===== src/rtl/multiword_adder_seq_pkg.sv =====
// Shared constants and FSM state encoding for the multiword adder sequencer.
package multiword_adder_seq_pkg;

  localparam int DEF_WIDTH = 32;
  localparam int DEF_BLOCK = 4;
  localparam int DEF_WORDS = 4;

  typedef enum logic [1:0] {
    ST_IDLE = 2'd0,
    ST_RUN  = 2'd1,
    ST_DONE = 2'd2
  } state_t;

endpackage


===== src/rtl/multiword_adder_seq_bypass.sv =====
// BypassAdder_r: WIDTH-bit carry-skip adder built from BLOCK-bit ripple
// blocks. When every bit of a block propagates, the block carry-in skips
// straight to the block carry-out. WIDTH must be a multiple of BLOCK.
module BypassAdder_r #(
  parameter int WIDTH = 32,
  parameter int BLOCK = 4
) (
  input  logic [WIDTH-1:0] A,
  input  logic [WIDTH-1:0] B,
  input  logic             Cin,
  output logic [WIDTH-1:0] Sum,
  output logic             Cout
);
  localparam int NBLK = WIDTH / BLOCK;

  // Carry into each block; entry NBLK is the adder carry-out.
  logic [NBLK:0] blk_c;

  assign blk_c[0] = Cin;
  assign Cout     = blk_c[NBLK];

  genvar gi;
  for (gi = 0; gi < NBLK; gi++) begin : g_blk
    logic [BLOCK-1:0] a_b;
    logic [BLOCK-1:0] b_b;
    logic [BLOCK-1:0] s_b;
    logic [BLOCK:0]   rc;
    logic             prop;

    assign a_b = A[gi*BLOCK +: BLOCK];
    assign b_b = B[gi*BLOCK +: BLOCK];

    // Ripple through the block to form the sum bits and the ripple carry-out.
    always_comb begin
      s_b   = '0;
      rc    = '0;
      rc[0] = blk_c[gi];
      for (int k = 0; k < BLOCK; k++) begin
        s_b[k]  = a_b[k] ^ b_b[k] ^ rc[k];
        rc[k+1] = (a_b[k] & b_b[k]) | ((a_b[k] ^ b_b[k]) & rc[k]);
      end
    end

    assign prop                = &(a_b ^ b_b);
    assign blk_c[gi+1]         = prop ? blk_c[gi] : rc[BLOCK];
    assign Sum[gi*BLOCK +: BLOCK] = s_b;
  end

endmodule


===== src/rtl/multiword_adder_seq.sv =====
// Multiword adder/subtractor: runs a WIDTH*WORDS-bit operation through one
// shared WIDTH-bit carry-skip adder, one word per cycle, LSW first, with the
// word carry registered between cycles.
module multiword_adder_seq
  import multiword_adder_seq_pkg::*;
#(
  parameter int WIDTH = DEF_WIDTH,
  parameter int BLOCK = DEF_BLOCK,
  parameter int WORDS = DEF_WORDS
) (
  input  logic                   clk,
  input  logic                   rst,
  input  logic                   start,
  input  logic                   sub,
  input  logic [WIDTH*WORDS-1:0] A,
  input  logic [WIDTH*WORDS-1:0] B,
  input  logic                   Cin,
  output logic                   busy,
  output logic                   done,
  output logic [WIDTH*WORDS-1:0] Sum,
  output logic                   Cout
);
  localparam int N     = WIDTH * WORDS;
  localparam int IDX_W = $clog2(WORDS);
  localparam logic [IDX_W-1:0] LAST_IDX = IDX_W'(WORDS - 1);

  state_t           state_q, state_d;
  logic [IDX_W-1:0] idx_q, idx_d;
  logic             carry_q, carry_d;
  logic [N-1:0]     a_q, a_d;
  logic [N-1:0]     b_q, b_d;
  logic [N-1:0]     sum_q, sum_d;
  logic             cout_q, cout_d;

  logic [WIDTH-1:0] add_a, add_b, add_sum;
  logic             add_cout;

  // Present the current word pair to the shared adder.
  assign add_a = a_q[idx_q*WIDTH +: WIDTH];
  assign add_b = b_q[idx_q*WIDTH +: WIDTH];

  BypassAdder_r #(
    .WIDTH (WIDTH),
    .BLOCK (BLOCK)
  ) u_adder (
    .A    (add_a),
    .B    (add_b),
    .Cin  (carry_q),
    .Sum  (add_sum),
    .Cout (add_cout)
  );

  // Next-state, datapath updates and status outputs.
  always_comb begin
    state_d = state_q;
    idx_d   = idx_q;
    carry_d = carry_q;
    a_d     = a_q;
    b_d     = b_q;
    sum_d   = sum_q;
    cout_d  = cout_q;
    busy    = 1'b0;
    done    = 1'b0;
    case (state_q)
      ST_IDLE: begin
        if (start) begin
          // Subtraction is A + ~B + 1, so invert B here and force the carry.
          a_d     = A;
          b_d     = sub ? ~B : B;
          carry_d = sub ? 1'b1 : Cin;
          idx_d   = '0;
          sum_d   = '0;
          state_d = ST_RUN;
        end
      end
      ST_RUN: begin
        busy                          = 1'b1;
        sum_d[idx_q*WIDTH +: WIDTH]   = add_sum;
        carry_d                       = add_cout;
        if (idx_q == LAST_IDX) begin
          cout_d  = add_cout;
          state_d = ST_DONE;
        end else begin
          idx_d = idx_q + 1'b1;
        end
      end
      ST_DONE: begin
        busy    = 1'b1;
        done    = 1'b1;
        state_d = ST_IDLE;
      end
      default: state_d = ST_IDLE;
    endcase
  end

  // State and datapath registers; reset abandons any operation in flight.
  always_ff @(posedge clk or posedge rst) begin
    if (rst) begin
      state_q <= ST_IDLE;
      idx_q   <= '0;
      carry_q <= 1'b0;
      a_q     <= '0;
      b_q     <= '0;
      sum_q   <= '0;
      cout_q  <= 1'b0;
    end else begin
      state_q <= state_d;
      idx_q   <= idx_d;
      carry_q <= carry_d;
      a_q     <= a_d;
      b_q     <= b_d;
      sum_q   <= sum_d;
      cout_q  <= cout_d;
    end
  end

  assign Sum  = sum_q;
  assign Cout = cout_q;

endmodule


===== config.mk =====
export PLATFORM = sky130hd
export DESIGN_NAME = multiword_adder_seq
export DESIGN_NICKNAME = d
export VERILOG_FILES = /design/src/rtl/multiword_adder_seq_pkg.sv /design/src/rtl/multiword_adder_seq_bypass.sv /design/src/rtl/multiword_adder_seq.sv
export SDC_FILE = /design/constraint.sdc
export NUM_CORES = 1
export LEC_CHECK = 0
export CAP_MARGIN = 40
export CORE_ASPECT_RATIO = 1.2
export CORE_UTILIZATION = 35
export CTS_CLUSTER_DIAMETER = 100
export CTS_CLUSTER_SIZE = 25
export DETAILED_ROUTE_END_ITERATION = 8
export SYNTH_ARGS = -nofsm -noshare
export SYNTH_HDL_FRONTEND = slang
export SYNTH_HIERARCHICAL = 1
export SYNTH_SLANG_ARGS = --single-unit

===== constraint.sdc =====
create_clock -name clk -period 43.2 [get_ports clk]
set_input_delay 4.32 -clock clk [delete_from_list [all_inputs] [get_ports clk]]
set_output_delay 4.32 -clock clk [all_outputs]
set_load 0.02 [all_outputs]

==> impl_metrics.json <==
{
  "syn_to_final_growth_pct": 26.7,
  "ys_warn_count": 6,
  "port-buffer-count": 391,
  "setup.worst_path.start_class": "register",
  "synth_fp_nets": 1866,
  "outcome": "complete, no violations",
  "grt_max_degree": 189,
  "firstDrtPassIters": 5,
  "synth_xor_area_share_pct": 5.87,
  "critPathMaxStageDelay_ns": 0.73,
  "rows": 93,
  "synth_mux_area_share_pct": 17.2,
  "crit_path_frequent_cell": "fa_1",
  "p_int_mw": 1.06,
  "vias": 12900,
  "htreeDepth": 1,
  "placed_cells": 2543,
  "yosysSeqAreaShare_pct": 51.1,
  "p_total_mw": 1.97,
  "pwr-share-seq_pct": 30.0,
  "critPathLaunch": "idx_q[0]",
  "powerDensity_nw_per_um2": 81.6,
  "switching_share_pct": 46.2,
  "cp_max_fo": 27,
  "nets": 2187,
  "cts_setup_buffers": 0,
  "postCtsHoldBufs": 0,
  "synth-simple-area-share_pct": 6.86,
  "coreArea_um2": 53800,
  "cts.clk_slew.worst_paths_ns": 0.11,
  "synth_compound_area_share_pct": 8.35,
  "worstPathRequired_ns": 43.67,
  "dp_hpwl_um": 44100,
  "cts_inserted_buffers": 19,
  "synth_fa_ha_area_share_pct": 6.10,
  "period_needed_ns": 17.03,
  "period_share_pct": 39.4,
  "finalSetupViolations": 0,
  "dieArea_um2": 55500,
  "p_comb_share_pct": 59.9,
  "ys_seq_elements": 390,
  "clk_latency_ns": 0.55,
  "cp-end-kind": "register",
  "slowest_stage": "dfrtp_4",
  "hp-class": "register to register",
  "syn-cell-area_um2": 19100,
  "ctsRootBufferMaster": "clkbuf_16",
  "initial_utilization_pct": 35.6,
  "min_from": "b_q[112]",
  "cts_sinks": 390,
  "r2r_start": "idx_q[0]",
  "wire_per_inst_um": 22.5,
  "overflow": 0,
  "grt_pass1_vias": 13400,
  "worst_pin_slew_ns": 0.748,
  "wl_um": 57700,
  "gp_routability_congestion": 0.828,
  "grt_use_total_pct": 20.8,
  "cp.arrival_ns": 17.50,
  "critPathKind": "register to register",
  "vias_per_cell": 5.04,
  "synth_top_family_by_area": "multiplexers",
  "fillers": 4984,
  "fmax_mhz": 58.7,
  "tns_ns": 0,
  "fin_cells": 2566,
  "drt_iter0_drc": 985,
  "grt_pass1_wl_um": 87300,
  "pwr-share-clk_pct": 10.1,
  "ir_worst_vdd_mv": 0.0574,
  "clk_path_buf_depth": 3,
  "max_cap_viol_count": 0,
  "syn_inst": 1531,
  "hold_violations": 0,
  "antenna_found_initial": 4,
  "fin_skew_ns": 0.0263,
  "rsz0062_at_grt": "false",
  "drive_above_1_share_pct": 7.94,
  "die_y_um": 258,
  "ant_nets": 0,
  "cts_resized": 0,
  "drv_slew": 0,
  "p_leak_nw": 9.80,
  "slew_headroom_pct": 50.1,
  "synth_cell_type_count": 39,
  "drc": 0,
  "p_sw_mw": 0.913,
  "cts_tree": "done",
  "io_pins": 392,
  "syn_avg_cell_area_um2": 12.5,
  "fp.dieW_um": 215
}
critical path: cells and delay by family, from the launching register on:
family	cells	cell delay (ns)
AO/OA/AOI/OAI	5	0.80
adder cells (fa/ha/maj)	32	12.33
buffers and inverters	7	1.10
flip-flops	1	0.73
multiplexers	3	1.19
AND/OR/NAND/NOR	7	0.78
worst paths after layout:
| check | endpoint | slack [ns] | cells after the start |
|---|---|---|---|
| max | Sum[95] | 26.17 | 54 |
| min | b_q[112] | 0.48 | 2 |
| max reg2reg | Sum[95] | 26.17 | 54 |
| min reg2reg | b_q[112] | 0.48 | 2 |
| max in group asynchronous | b_q[100] | 36.48 | 8 |
| min in group asynchronous | a_q[16] | 4.26 | 2 |
power groups by stage:
stage	registers [mW]	clock network, mW	logic (mW)
3_3_place_gp	0.594	0	1.16
6_report	0.593	0.199	1.18
4_1_cts	0.594	0.207	1.20
3_5_place_dp	0.601	0	1.19
5_1_grt	0.611	0.217	1.28
2_1_floorplan	0.588	0	0.761
synthesized netlist by cell type:
| master | n | area [um^2] |
|---|---|---|
| nand3_1 | 97 | 485 |
| fa_1 | 32 | 641 |
| o22a_1 | 1 | 8.76 |
| o32a_1 | 1 | 10.0 |
| o21ai_1 | 31 | 155 |
| mux2_1 | 110 | 1240 |
| o2bb2ai_1 | 96 | 841 |
| nand4_1 | 7 | 43.8 |
| nand3b_1 | 2 | 15.0 |
| nand2b_1 | 6 | 37.5 |
| mux2_2 | 23 | 259 |
| buf_2 | 55 | 275 |
| nand2_2 | 1 | 6.26 |
| nor3_1 | 1 | 5.00 |
| o21ai_0 | 99 | 495 |
| buf_4 | 5 | 37.5 |
| xnor2_1 | 128 | 1120 |
| ha_1 | 42 | 526 |
| o221ai_1 | 1 | 8.76 |
| buf_1 | 3 | 11.3 |
| o221a_2 | 1 | 11.3 |
| a21oi_1 | 5 | 25.0 |
| dfrtp_1 | 390 | 9760 |
| buf_6 | 20 | 225 |
| nand2_1 | 170 | 638 |
| or2_2 | 1 | 6.26 |
| mux4_2 | 64 | 1440 |
| clkbuf_1 | 38 | 143 |
| inv_1 | 50 | 188 |
| a211oi_1 | 1 | 7.51 |
| and4_1 | 2 | 17.5 |
| nor2_1 | 5 | 18.8 |
| o22ai_1 | 1 | 6.26 |
| mux2i_1 | 34 | 340 |
| nor4bb_1 | 1 | 10.0 |
| a21oi_2 | 1 | 8.76 |
| nor2b_1 | 3 | 18.8 |
| and3b_1 | 1 | 8.76 |
| a22o_1 | 2 | 17.5 |
through the flow:
stage / hold slack, ns / area [um^2] / setup WS (ns) / util (%)
final: 0.478 / 24200 / 26.17 / 45.0
after global routing: 0.502 / 24200 / 25.46 / 45.0
after CTS: 0.486 / 24200 / 26.18 / 45.0
after detailed placement: 0.466 / 23700 / 26.23 / 44.1
after global placement: 0.457 / 23400 / 26.52 / 43.6
after floorplan: 0.445 / 19100 / 27.92 / -
state kept, by name (all words and copies together) (netlist names):
| register | cells |
|---|---|
| Cout | 1 |
| Sum | 128 |
| a_q | 128 |
| b_q | 128 |
| carry_q | 1 |
| idx_q | 2 |
| state_q | 2 |
layout by cell type, fill, tap and decap left out, types with 3 or more instances in the layout:
| cell | n |
|---|---|
| dfrtp_1 | 388 |
| inv_1 | 49 |
| xnor2_1 | 128 |
| o21ai_1 | 31 |
| nor2b_1 | 3 |
| o21ai_0 | 99 |
| buf_16 | 10 |
| nand3_1 | 96 |
| mux2i_1 | 34 |
| nand2_1 | 170 |
| mux4_2 | 64 |
| mux2_1 | 110 |
| a21oi_1 | 5 |
| nand4_1 | 7 |
| fa_1 | 32 |
| clkdlybuf4s50_1 | 390 |
| ha_1 | 42 |
| nand2b_1 | 6 |
| clkbuf_16 | 19 |
| nor2_1 | 5 |
| buf_4 | 20 |
| mux2_2 | 22 |
| o2bb2ai_1 | 96 |
layer usage:
layer / wire [um] / global-route usage, %
met3: 2470 / 2.38
met5: 23 / 0
met1: 24500 / 27.5
met2: 28900 / 35.6
met4: 1770 / 6.76
cells by family after synthesis:
group	count (synthesis)
and+or+nand+nor	297
AOI/OAI and AO/OA	240
muxes	231
DFF	390
xor gates and xnor gates	128
buffers and inverters	171
adders and majority gates	74
area by class of cell:
cell class	count	area, um^2	area share (%)
Antenna cell	2	5.00	0.0207
Clock buffer	20	479	1.98
Clock inverter	1	11.3	0.0465
Inverter	50	195	0.806
Multi-Input combinational cell	970	8520	35.2
Sequential cell	390	9770	40.3
Tap cell	712	891	3.68
Timing Repair Buffer	421	4340	17.9
No activity file was read; power rests on OpenSTA's default activity.
